--- config.mk ---
export PLATFORM = sky130hd
export DESIGN_NAME = shift_arbiter
export DESIGN_NICKNAME = d
export VERILOG_FILES = /design/src/rtl/shift_arb_pkg.sv /design/src/rtl/shift_arbiter_rr_arbiter.sv /design/src/rtl/shift_arbiter.sv
export SDC_FILE = /design/constraint.sdc
export NUM_CORES = 1
export LEC_CHECK = 0
export CORE_MARGIN = 4
export CORE_UTILIZATION = 40
export DETAILED_ROUTE_END_ITERATION = 6
export PLACE_DENSITY_LB_ADDON = 0.25
export REMOVE_ABC_BUFFERS = 1
export SYNTH_ARGS = -nofsm -noshare
export SYNTH_HDL_FRONTEND = slang
export SYNTH_SLANG_ARGS = --single-unit
--- constraint.sdc ---
create_clock -name clk -period 7.3 [get_ports clk]
set_clock_uncertainty 0.2 [all_clocks]
set_input_delay 1.46 -clock clk [delete_from_list [all_inputs] [get_ports clk]]
set_output_delay 1.46 -clock clk [all_outputs]
set_load 0.05 [all_outputs]
--- src/rtl/shift_arb_pkg.sv ---
// shift_arb_pkg: shared widths and the rotate datapath function for shift_arbiter
package shift_arb_pkg;
   localparam int DATA_W = 8;
   localparam int AMT_W  = 3;
   function automatic logic [DATA_W-1:0] rotate(input logic [DATA_W-1:0] d, input logic [AMT_W-1:0] amt, input logic left);
      logic [AMT_W-1:0]  a;
      logic [DATA_W-1:0] s4, s2;
      a  = left ? AMT_W'(3'd0 - amt) : amt;
      s4 = a[2] ? {d[3:0], d[7:4]} : d;
      s2 = a[1] ? {s4[1:0], s4[7:2]} : s4;
      return a[0] ? {s2[0], s2[7:1]} : s2;
   endfunction
endpackage

--- src/rtl/shift_arbiter_rr_arbiter.sv ---
// rr_arbiter: round-robin pick starting after last_id; one-hot grant gated by accept
module rr_arbiter #(
   parameter int NUM_REQ = 4,
   parameter int ID_W    = $clog2(NUM_REQ)
) (
   input  logic [NUM_REQ-1:0] req_valid,
   input  logic [ID_W-1:0]    last_id,
   input  logic               accept,
   output logic [NUM_REQ-1:0] gnt,
   output logic [ID_W-1:0]    gnt_id
);
   logic found;
   // search last_id+1, last_id+2, ... wrapping; first valid requester wins
   always_comb begin
      found  = 1'b0;
      gnt_id = last_id;
      gnt    = '0;
      for (int k = 1; k <= NUM_REQ; k++) begin
         if (!found && req_valid[(int'(last_id) + k) % NUM_REQ]) begin
            found  = 1'b1;
            gnt_id = ID_W'((int'(last_id) + k) % NUM_REQ);
         end
      end
      if (found && accept) gnt[gnt_id] = 1'b1;
   end
endmodule

--- src/rtl/shift_arbiter.sv ---
// shift_arbiter: round-robin shared 8-bit rotator with registered output; SHIFT_ARB_DIR_EN adds rotate-left
module shift_arbiter
   import shift_arb_pkg::*;
#(
   parameter int NUM_REQ = 4,
   parameter int ID_W    = $clog2(NUM_REQ)
) (
   input  logic                      clk,
   input  logic                      rst,
   input  logic [NUM_REQ-1:0]        req_valid,
   output logic [NUM_REQ-1:0]        req_ready,
   input  logic [DATA_W*NUM_REQ-1:0] req_data,
   input  logic [AMT_W*NUM_REQ-1:0]  req_amt,
`ifdef SHIFT_ARB_DIR_EN
   input  logic [NUM_REQ-1:0]        req_dir,
   output logic                      out_dir,
`endif
   output logic                      out_valid,
   input  logic                      out_ready,
   output logic [DATA_W-1:0]         out_data,
   output logic [ID_W-1:0]           out_id
);
   logic                 accept, xfer, sel_dir;
   logic [NUM_REQ-1:0]   gnt;
   logic [ID_W-1:0]      gnt_id, last_id_q, last_id_d, out_id_q, out_id_d;
   logic                 out_valid_q, out_valid_d;
   logic [DATA_W-1:0]    out_data_q, out_data_d;
   assign accept = !out_valid_q || out_ready;
   rr_arbiter #(.NUM_REQ(NUM_REQ), .ID_W(ID_W)) u_arb (
      .req_valid (req_valid),
      .last_id   (last_id_q),
      .accept    (accept),
      .gnt       (gnt),
      .gnt_id    (gnt_id)
   );
   assign req_ready = rst ? '0 : gnt;
   assign xfer      = |req_ready;
`ifdef SHIFT_ARB_DIR_EN
   logic out_dir_q, out_dir_d;
   assign sel_dir   = req_dir[gnt_id];
   assign out_dir_d = xfer ? sel_dir : out_dir_q;
   assign out_dir   = out_dir_q;
   // direction bit travels with the result
   always_ff @(posedge clk or posedge rst) begin
      if (rst) out_dir_q <= 1'b0;
      else     out_dir_q <= out_dir_d;
   end
`else
   assign sel_dir = 1'b0;
`endif
   // load on transfer, clear on drain-only, otherwise hold
   always_comb begin
      out_valid_d = xfer ? 1'b1 : (out_ready ? 1'b0 : out_valid_q);
      out_data_d  = xfer ? rotate(req_data[int'(gnt_id)*DATA_W +: DATA_W], req_amt[int'(gnt_id)*AMT_W +: AMT_W], sel_dir) : out_data_q;
      out_id_d    = xfer ? gnt_id : out_id_q;
      last_id_d   = xfer ? gnt_id : last_id_q;
   end
   // output register and round-robin pointer
   always_ff @(posedge clk or posedge rst) begin
      if (rst) begin
         out_valid_q <= 1'b0;
         out_data_q  <= '0;
         out_id_q    <= '0;
         last_id_q   <= ID_W'(NUM_REQ - 1);
      end else begin
         out_valid_q <= out_valid_d;
         out_data_q  <= out_data_d;
         out_id_q    <= out_id_d;
         last_id_q   <= last_id_d;
      end
   end
   assign out_valid = out_valid_q;
   assign out_data  = out_data_q;
   assign out_id    = out_id_q;
endmodule

# Yosys cells after proc, flatten, opt, wreduce, memory -nomap -nowiden
# Index checks and enable logic that the tools add are counted.
[op_classes] addsub=4 multipliers=1 order_cmp=6 shift=2 n_mux=29 bitwise=4 reduce_logical=16
[op_table] op="indexed part select 32 x 6 -> 8 bit" count=1
[op_table] op="2-to-1 mux 8 bit" count=3
[op_table] op="less-than comparator 3 x 4 -> 1 bit, second input constant" count=4
[op_table] op="2-to-1 mux 1 bit" count=15
[op_table] op="indexed part select 12 x 5 -> 3 bit" count=1
[op_table] op="binary-select mux 1 bit (select 2 bit)" count=4
[op_table] op="2-to-1 mux 2 bit" count=4
[op_table] op="2-to-1 mux 4 bit" count=2
[op_table] op="OR reduction 2 bit" count=4
[op_table] op="logical AND 1 bit" count=5
[op_table] op="adder 2 x 1 -> 2 bit, second input constant" count=2
[op_table] op="adder 2 bit, second input constant" count=2
[op_table] op="bitwise AND 1 bit, first input constant" count=4
[op_table] op="logical NOT 1 bit" count=4
[op_table] op="multiplier 2 x 2 -> 4 bit, second input constant" count=1
[op_table] op="OR reduction 4 bit" count=1
[op_table] op="less-than comparator 2 x 3 -> 1 bit, second input constant" count=1
[op_table] op="demux 1 bit (select 2 bit)" count=1
[op_table] op=">= comparator 2 x 1 -> 1 bit, second input constant" count=1
[op_table] op="nonzero test 2 bit" count=1
[op_table] op="logical OR 1 bit" count=1
[totals] register_bits=13 inputBits=51 output_inout_bits=15 elab_cells=66

# Logic depth before layout (Yosys ltp)
[depth] word_depth=24 depth_mapped=9 depth_no_buf=7

# Hierarchy
# Synthesis repeated with hierarchy kept, for this count alone.
[unflattened] hier_cells=106 area_unflattened_um2=1181.1
[by_module_without_submodules] module="shift_arbiter" instances=1 cells_per_inst=88 area_per_inst_um2=1048.5 seq_area_each_um2=327.8
[by_module_without_submodules] module="rr_arbiter" instances=1 cells_per_inst=18 area_per_inst_um2=132.6 seq_area_each_um2=0.0

# Least setup slack after synthesis
# Ideal clock, no wire load.
[synth_timing] path_type="input to output" start="in req_valid[0]" end="out req_ready[2]" arrival_ps=3121 t_required_ps=5640 path_slack_ps=2519 cell_stages=4 n_path_buf=0 path_cell_list="o21a_1 > o21ai_1 > o311ai_1 > nor3_1"
[synth_via] elab_chain_cells=19 word_cells_on_any_way=34 classes_between="2 x order compare; 24 x mux; 8 x reduce/logical"
[synth_lines] item="start: declaration" line="shift_arbiter.sv:10" rtl="input logic [NUM_REQ-1:0] req_valid,"
[synth_lines] item="binary-select mux 1 bit (select 2 bit)" line="shift_arbiter_rr_arbiter.sv:19" rtl="if (!found && req_valid[(int'(last_id) + k) % NUM_REQ]) begin"
[synth_lines] item="2-to-1 mux 1 bit (implied by the code) (2 in series)" line="shift_arbiter_rr_arbiter.sv:19"
[synth_lines] item="2-to-1 mux 1 bit" line="shift_arbiter_rr_arbiter.sv:19"
[synth_lines] item="logical NOT 1 bit" line="shift_arbiter_rr_arbiter.sv:19"
[synth_lines] item="logical AND 1 bit" line="shift_arbiter_rr_arbiter.sv:19"
[synth_lines] item="2-to-1 mux 1 bit" line="shift_arbiter_rr_arbiter.sv:19"
[synth_lines] item="logical NOT 1 bit" line="shift_arbiter_rr_arbiter.sv:19"
[synth_lines] item="logical AND 1 bit" line="shift_arbiter_rr_arbiter.sv:19"
[synth_lines] item="(+2 left out)"
[synth_lines] item="logical AND 1 bit" line="shift_arbiter_rr_arbiter.sv:19"
[synth_lines] item="2-to-1 mux 2 bit" line="shift_arbiter_rr_arbiter.sv:19"
[synth_lines] item="less-than comparator 2 x 3 -> 1 bit (implied by the code) or >= comparator 2 x 1 -> 1 bit (tied branches)" line="shift_arbiter_rr_arbiter.sv:24" rtl="if (found && accept) gnt[gnt_id] = 1'b1;"
[synth_lines] item="logical AND 1 bit (implied by the code)" line="shift_arbiter_rr_arbiter.sv:24"
[synth_lines] item="2-to-1 mux 1 bit (implied by the code)" line="shift_arbiter_rr_arbiter.sv:24"
[synth_lines] item="demux 1 bit (select 2 bit)"
[synth_lines] item="2-to-1 mux 4 bit (*)" line="shift_arbiter_rr_arbiter.sv:24"
[synth_lines] item="2-to-1 mux 4 bit (*)" line="shift_arbiter.sv:36" rtl="assign req_ready = rst ? '0 : gnt;"
[synth_lines] item="end: declaration" line="shift_arbiter.sv:11" rtl="output logic [NUM_REQ-1:0] req_ready,"
# Mark *: on every way between the ends. The rest lies on a longest branch, timed or not. The select of a mux whose other input is x is not followed.

# Worst setup path in the final report
[layout_timing] start="in req_valid[2]" end="out req_ready[1]"
# Same word-level chain as after synthesis.

==> metrics.cfg <==
[global_routing]
grt_pass1_vias=1364
antenna_found_initial=0
grt_max_degree=26
track_usage_pct=16.6
grt_pass1_wl_um=5730
grt.overflow.total=0

[setup_path]
worst_path_most_repeated_cell=clkdlybuf4s50_1
worstPathArrival_ns=3.96
cp-end-kind=primary output
path_class=input pin to primary output
cp_cell_sequence=clkdlybuf4s50_1 -> o311ai_1 -> nand2b_1 -> nor2_1 -> clkdlybuf4s50_1
start_kind=input pin
crit_required_ns=5.64
critical-path-max-stage-delay_ns=0.87
path_max_fanout=8
cp_slowest_cell=o311ai_1

[clock_network]
cts-htree-levels=1
cts_tree=built
path_clk_slew_ns=0.08
clock-sinks=13
cts_hold_buf=0
cts_setup_buffers=0
cts.path.max_buffers=2
clk_latency_ns=0.28
cts_buffers=3
root_buffer=clkbuf_4
cts_resized=0

[floorplan]
core-area_sq_um=3340
ioPinCount=66
die_width_um=67.0
row_count=21
die-area_sq_um=4490
initial_core_util_pct=41.7
die_y_um=67.0

[routing]
firstDrtPassIters=4
ant_nets=0
wirelength_um=3600
vias=1349
drt_iter0_drc=133
drc=0
via_per_inst=5.84
drt-wirelength-per-cell_um=15.6

[power_and_ir_drop]
ir_drop_v=0.000139
p_leak_nw=0.822
power_density_nw_per_um2=414

[sta]
setup_viol_count_final=0
final_max_slew_viol_count=0
hold_viol_final=0
fmax_mhz=178
final.min_clock_period_ns=5.62
slew-limit-headroom_pct=35.9
layout_worst_path_cycle_share_pct=77.0
fin_setup_tns_ns=0
worst_pin_slew_ns=0.947
grt_setup_unrepaired=no

[placement]
placed_cells=227
dpl.hpwl_um=3060
gp_congestion=0.879
io_buffers=65

[synth]
synthArstFlopShare_pct=100
synth_edf_count=0
ys_top_cells_by_count=o22ai_1 (15), dfrtp_1 (11), nand2_1 (9)
synth_cell_types=37
synth-seq-area-share_pct=23.5
avgSynthCellArea_sq_um=11.5
synth_top_area_share_pct=19.8
synth_area_leaders=dfrtp_1 (20%), mux4_1 (15%), mux2_4 (8.6%), o31ai_2 (7.2%), o22ai_1 (6.7%)
synthCells=121
ys.flop_type=dfrtp_1
synth_largest_area_cell=dfrtp_1
netlist_area_sq_um=1390
yosys_warnings=0
yosys_register_bits=13
synth_most_common_cell=o22ai_1

[layout]
syn2layout_area_growth_pct=50.0
nets=237
diodes=0
drive_gt1_share_pct=22.2
stdcell_count=231

[run]
maxCapViolations=0

[hold_path]
hold_path_class=register to register

[outcome]
status=complete, no violations

==> layer usage <==
metal / GRT usage, % / routed length (um)
met4: 9.87 / 94
met5: 0 / 0
met1: 19.8 / 1490
met3: 2.70 / 294
met2: 27.6 / 1710
==> placed cells by master, fill, tap and decap left out, types with 4 or more instances in the layout <==
cell	count
o31ai_1	4
o31ai_2	8
mux2_4	8
clkdlybuf4s50_1	65
nand2_1	9
nand3_1	4
nor2_1	4
mux4_1	8
dfrtp_1	11
o22ai_1	15
and3_1	4
nand4_1	5
==> state kept, by name, indices dropped and copies added, names as in the netlist <==
signal and flops:
out_id 2, out_valid 1, out_data 8, last_id_q 2
==> cell type report <==
type                            instances  area (sq um)
Inverter                                1          3.75
Clock inverter                          1          5.00
Fill cell                             296          1250
Timing Repair Buffer                   66           658
Multi-Input combinational cell        101          1010
Sequential cell                        13           328
Clock buffer                            3          22.5
Tap cell                               46          57.6
==> power breakdown <==
| group | switching (W) | leakage, nW | total, W | internal, W |
|---|---|---|---|---|
| combinational | 0.000387 | 0.651 | 0.000686 | 0.000299 |
| clock | 0.0000243 | 0.0177 | 0.0000446 | 0.0000203 |
| sequential | 0.0000245 | 0.153 | 0.000134 | 0.000110 |
| total | 0.000436 | 0.822 | 0.000865 | 0.000429 |
==> path summary, 6_finish.rpt <==
kind	start	to	slack [ns]	cells past startpoint
max in group asynchronous	rst	last_id_q[1]	5.23	2
worst max-delay path	req_valid[2]	req_ready[1]	1.68	5
worst min-delay path	out_data[3]	out_data[3]	0.29	2
min in group asynchronous	rst	out_valid	1.33	2
worst max register to register	last_id_q[1]	out_data[2]	4.34	7
worst min register to register	out_data[3]	out_data[3]	0.29	2
==> cells by family (layout without fill, tap and decap cells) <==
group                  Yosys count  count (layout)  share of synthesized area (%)
AND/OR/NAND/NOR                 40              40                           17.3
AO/OA/AOI/OAI                   42              42                           28.0
buffers and inverters            7              71                           4.13
flip-flops                      13              13                           23.5
multiplexers                    19              19                           27.0
==> critical path: cells and delay by family <==
family | cells | cell delay (ns)
buf+inv | 2 | 1.35
compound gates | 1 | 0.87
simple gates | 2 | 0.28
==> per-stage QoR <==
stage	setup slack [ns]	area, sq um	utilization, %	power (W)	hold WS [ns]
global route	1.54	2090	62.6	0.000918	0.308
CTS	1.68	2090	62.6	0.000866	0.290
detailed placement	1.70	2060	61.8	0.000821	0.272
finish	1.68	2090	62.6	0.000865	0.287
global placement	1.79	2060	61.8	0.000801	0.262
floorplan	0.681	1340	-	0.000654	0.363
(Power assumes the default switching activity.)
